## src/rtl/logic_unit_pkg.sv

```systemverilog
// Shared types for the logic unit: operation codes and accumulator FSM states.
package logic_unit_pkg;

    typedef enum logic [2:0] {
        OP_AND   = 3'd0,
        OP_NAND  = 3'd1,
        OP_OR    = 3'd2,
        OP_NOR   = 3'd3,
        OP_XOR   = 3'd4,
        OP_XNOR  = 3'd5,
        OP_NOT_X = 3'd6,
        OP_PASS_Y = 3'd7
    } op_e;

    typedef enum logic {
        ST_IDLE = 1'b0,
        ST_ACC  = 1'b1
    } state_e;

endpackage

```

## src/rtl/logic_op.sv

```systemverilog
// Combinational bitwise function f(x,y) selected by a 3-bit op code.
module logic_op
    import logic_unit_pkg::*;
#(
    parameter int unsigned WIDTH = 8
) (
    input  logic [2:0]       op,
    input  logic [WIDTH-1:0] x,
    input  logic [WIDTH-1:0] y,
    output logic [WIDTH-1:0] f
);

    always_comb begin
        f = '0;
        case (op_e'(op))
            OP_AND:    f = x & y;
            OP_NAND:   f = ~(x & y);
            OP_OR:     f = x | y;
            OP_NOR:    f = ~(x | y);
            OP_XOR:    f = x ^ y;
            OP_XNOR:   f = ~(x ^ y);
            OP_NOT_X:  f = ~x;
            OP_PASS_Y: f = y;
            default:   f = '0;
        endcase
    end

endmodule

```

## src/rtl/logic_unit_acc.sv

```systemverilog
// Bitwise logic unit with direct and accumulate modes behind a valid/ready result register.
// Optional LOGIC_UNIT_REDUCE_EN adds registered reduction flags of each loaded result.
module logic_unit_acc
    import logic_unit_pkg::*;
#(
    parameter int unsigned WIDTH = 8
) (
    input  logic             clk,
    input  logic             rst_n,
    input  logic             in_valid,
    output logic             in_ready,
    input  logic             in_last,
    input  logic             acc_mode,
    input  logic [2:0]       op,
    input  logic [WIDTH-1:0] a,
    input  logic [WIDTH-1:0] b,
    output logic             out_valid,
    input  logic             out_ready,
    output logic [WIDTH-1:0] out_data,
    output logic             out_last,
    output logic             busy
`ifdef LOGIC_UNIT_REDUCE_EN
    ,
    output logic             out_and_r,
    output logic             out_or_r,
    output logic             out_xor_r
`endif
);

    state_e           state;
    logic [WIDTH-1:0] acc;
    logic [WIDTH-1:0] op_x;
    logic [WIDTH-1:0] op_y;
    logic [WIDTH-1:0] f_out;
    logic [WIDTH-1:0] load_val;
    logic             xfer;

    assign in_ready = !out_valid || out_ready;
    assign xfer     = in_valid && in_ready;
    assign busy     = (state == ST_ACC);

    assign op_x = busy ? acc : a;
    assign op_y = busy ? a   : b;

    logic_op #(.WIDTH(WIDTH)) u_logic_op (
        .op (op),
        .x  (op_x),
        .y  (op_y),
        .f  (f_out)
    );

    // The first beat of an accumulate stream takes a unmodified; all other beats use f.
    assign load_val = (!busy && acc_mode) ? a : f_out;

    always_ff @(posedge clk or negedge rst_n) begin
        if (!rst_n) begin
            state     <= ST_IDLE;
            acc       <= '0;
            out_valid <= 1'b0;
            out_data  <= '0;
            out_last  <= 1'b0;
`ifdef LOGIC_UNIT_REDUCE_EN
            out_and_r <= 1'b0;
            out_or_r  <= 1'b0;
            out_xor_r <= 1'b0;
`endif
        end else begin
            if (out_valid && out_ready)
                out_valid <= 1'b0;
            if (xfer) begin
                if (busy || acc_mode) begin
                    if (in_last) begin
                        out_data  <= load_val;
                        out_last  <= 1'b1;
                        out_valid <= 1'b1;
                        state     <= ST_IDLE;
`ifdef LOGIC_UNIT_REDUCE_EN
                        out_and_r <= &load_val;
                        out_or_r  <= |load_val;
                        out_xor_r <= ^load_val;
`endif
                    end else begin
                        acc   <= load_val;
                        state <= ST_ACC;
                    end
                end else begin
                    out_data  <= load_val;
                    out_last  <= in_last;
                    out_valid <= 1'b1;
`ifdef LOGIC_UNIT_REDUCE_EN
                    out_and_r <= &load_val;
                    out_or_r  <= |load_val;
                    out_xor_r <= ^load_val;
`endif
                end
            end
        end
    end

endmodule
```

## config.mk

```make
export PLATFORM = sky130hd
export DESIGN_NAME = logic_unit_acc
export DESIGN_NICKNAME = d
export VERILOG_FILES = /design/src/rtl/logic_unit_pkg.sv /design/src/rtl/logic_op.sv /design/src/rtl/logic_unit_acc.sv
export SDC_FILE = /design/constraint.sdc
export NUM_CORES = 1
export LEC_CHECK = 0
export ABC_AREA = 1
export BUFFER_PORTS_ARGS = -buffer_cell sky130_fd_sc_hd__clkbuf_2
export CORE_ASPECT_RATIO = 2
export CORE_MARGIN = 1
export CORE_UTILIZATION = 61
export CTS_CLUSTER_DIAMETER = 30
export DETAILED_ROUTE_END_ITERATION = 8
export GPL_TIMING_DRIVEN = 0
export PLACE_DENSITY_LB_ADDON = 0.3
export SKIP_LAST_GASP = 1
export SYNTH_ARGS = -nofsm -noshare
export SYNTH_HDL_FRONTEND = slang
export SYNTH_SLANG_ARGS = --single-unit
```

## constraint.sdc

```tcl
create_clock -name clk -period 3.2 [get_ports clk]
set_clock_uncertainty 0.2 [all_clocks]
set_input_delay 0.48 -clock clk [delete_from_list [all_inputs] [get_ports clk]]
set_output_delay 0.48 -clock clk [all_outputs]
set_load 0.01 [all_outputs]
```

==> flow_metrics.tcl <==
set metrics [dict create \
    status "complete, but fails checks" \
    violations "DRC" \
    drtIter0Drc 48 \
    cp_max_fo 10 \
    cap_violations 0 \
    num-nets-final 450 \
    yosysUniqueCellTypes 21 \
    rsz0062_at_grt "false" \
    synth-simple-area-share_pct 50.3 \
    final.period_utilization_pct 71.9 \
    final_antenna_net_count 0 \
    coreArea_um2 3380 \
    routed_wl_um 5190 \
    utilization_pct 71.6 \
    drc 1 \
    netlist_instances 368 \
    grt_usage_pct 29.6 \
    cts_tree "yes" \
    start_util_pct 63.6 \
    ir_drop_uv 435 \
    hold_class "reg2reg" \
    drive_gt1_share_pct 15.9 \
    ys_seq_area_share_pct 22.1 \
    io-pin-count 37 \
    clkTransAtPathRegs_ns 0.07 \
    cts_resized 0 \
    cts_buffers 3 \
    synth_compound_area_share_pct 2.97 \
    path_cells "buf_2 -> buf_2 -> nand2_1 -> nand2_1 -> inv_1 -> ha_1 -> o21ai_0 -> inv_1 -> nor2_1 -> nand2_1 -> nand2_1 -> nand2_1 -> nand2_1 -> nand2_1" \
    pwr_density_cell_nw_per_um2 416 \
    synth_top_area_cell "nand2_1" \
    synth_area_um2 2150 \
    cp.required_ns 3.15 \
    worst_slew_pin_slew_ns 0.466 \
    synth-seq-cells 19 \
    cp_num_buf_inv 4 \
    synthMuxAreaShare_pct 0 \
    die_area_um2 3780 \
    placed_cells 435 \
    viasPerCell 5.19 \
    die_y_um 85.9 \
    synth_xor_area_share_pct 0 \
    yosysWarnings 0 \
    crit_top_cell "nand2_1" \
    synth_nets 409 \
    final_cell_count_no_fill 440 \
    arrival_ns 2.25 \
    clock.fmax_mhz 434 \
    dr.pass1.iters 6 \
    portBuffers 35 \
    synth_adder_area_share_pct 9.32 \
    clkLatencyLatePin_ns 0.25 \
    gp_congestion 0.890 \
    h-tree-depth 1 \
    hold_violations 0 \
    grt_pass1_wl_um 8650 \
    clock_sinks 19 \
    period_needed_ns 2.30 \
    wl_per_cell_um 11.8 \
    grt_pass1_vias 2199 \
    synth_top_area_share_pct 30.9 \
    area_growth_pct 12.6 \
    cp_slowest_stage_delay_ns 0.34 \
    cp-end-kind "register" \
    vias 2282 \
    synth.avg_cell_area_um2 5.83 \
    antenna_found_initial 0 \
    finalSetupTns_ns 0 \
    die_x_um 44.0 \
    yosys-top-cells-area "nand2_1, dfrtp_1, inv_1" \
    cp-start-kind "register" \
    rows 30 \
    slew_viol_final 0 \
    n_antenna_cell 0 \
    cts.root.buffer_cell "clkbuf_8" \
    place_hpwl_um 4190 \
    critPathSlowestCell "dfrtp_1" \
    grt_max_degree 20 \
    leakagePower_nw 1.61 \
    crit_family "simple AND/OR/NAND/NOR gates" \
    grt_overflow 0 \
    setup_viol 0 \
    critical_path_class "reg2reg" \
    clockBufferDepth 2 \
    slew-limit-headroom_pct 68.9 \
    synth_top_family_by_area "simple AND/OR/NAND/NOR gates" \
]
## layout make-up
cell class	instances	area, um2
Sequential cell	19	475
Clock buffer	4	45.0
Inverter	65	246
Fill cell	313	961
Multi-Input combinational cell	273	1350
Timing Repair Buffer	36	185
Tap cell	32	40.0
Buffer	11	80.1
## Yosys cell counts, drive strengths merged
| master | count |
|---|---|
| o21ai | 11 |
| ha | 16 |
| inv | 65 |
| a22o | 1 |
| nand3b | 9 |
| nand3 | 22 |
| nand4 | 8 |
| clkbuf | 1 |
| nand2 | 182 |
| buf | 10 |
| dfrtp | 19 |
| nor2 | 24 |
## registers in the layout, summed over array words and instances, names as in the netlist
name	cells
acc	8
out_data	8
out_last	1
out_valid	1
busy	1
## per-stage QoR
step	power [mW]	worst slack, ns	hold WS, ns	cell area (um2)
floorplan	0.698	1.16	-0.0156	2150
global placement	0.820	1.00	0.244	2360
detailed placement	0.839	0.949	0.256	2360
CTS	1.01	0.918	0.280	2420
global route	1.09	0.752	0.295	2420
finish	1.01	0.898	0.277	2420
## cells by family after synthesis
logic type	Yosys count
and+or+nand+nor	245
buffers and inverters	76
DFF	19
AOI/OAI and AO/OA	12
adders and majority gates	16
## layout by cell type (no fill, tap or decap)
cell and n:
nand2_1 177, inv_1 59, clkbuf_2 35, nand3_1 22, dfrtp_1 19, nor2_1 18
ha_1 16, nand3b_1 9, nand4_1 8, o21ai_1 8, inv_2 5, buf_2 4
nor2_4 4, nand2_2 4, buf_6 3, buf_4 3, o21ai_0 3, clkbuf_8 3
nor2_8 2, clkbuf_1 2, inv_4 1, nand2_4 1, a22o_1 1, dlygate4sd3_1 1
## layer usage
metal / track usage, % / up-vias / wire, um
met5: 0 / - / 0
met4: 17.1 / 0 / 129
met3: 0.842 / 12 / 165
met2: 58.1 / 59 / 3000
met1: 28.4 / 1029 / 1900
li1: - / 1182 / -
## repair_timing
item	CTS	global route
hold buffers	1	0
buffers inserted	0	0
hold endpoints to repair	19	0
## power breakdown
part / internal (mW) / switching, mW
Combinational: 0.190 / 0.315
Sequential: 0.303 / 0.0338
Clock: 0.0884 / 0.0752
Total: 0.582 / 0.424
## tightest hold or removal path, stage by stage (launching register included)
cell and delay (ns):
dfrtp_1 0.34, nand2_1 0.05, nand2_1 0.05
## path summary, 6_finish.rpt
| kind | startpoint | endpoint | slack [ns] | depth (start not counted) |
|---|---|---|---|---|
| worst max-delay path | busy$_DFFE_PN0P_ | acc[0]$_DFFE_PN0P_ | 0.90 | 14 |
| worst min-delay path | acc[5]$_DFFE_PN0P_ | acc[5]$_DFFE_PN0P_ | 0.28 | 2 |
| worst max register to register | busy$_DFFE_PN0P_ | acc[0]$_DFFE_PN0P_ | 0.90 | 14 |
| worst min register to register | acc[5]$_DFFE_PN0P_ | acc[5]$_DFFE_PN0P_ | 0.28 | 2 |
| max in group asynchronous | rst_n | out_last$_DFFE_PN0P_ | 1.97 | 2 |
| min in group asynchronous | rst_n | acc[5]$_DFFE_PN0P_ | 0.51 | 2 |
Note: power is estimated with default switching activity, not from simulation.
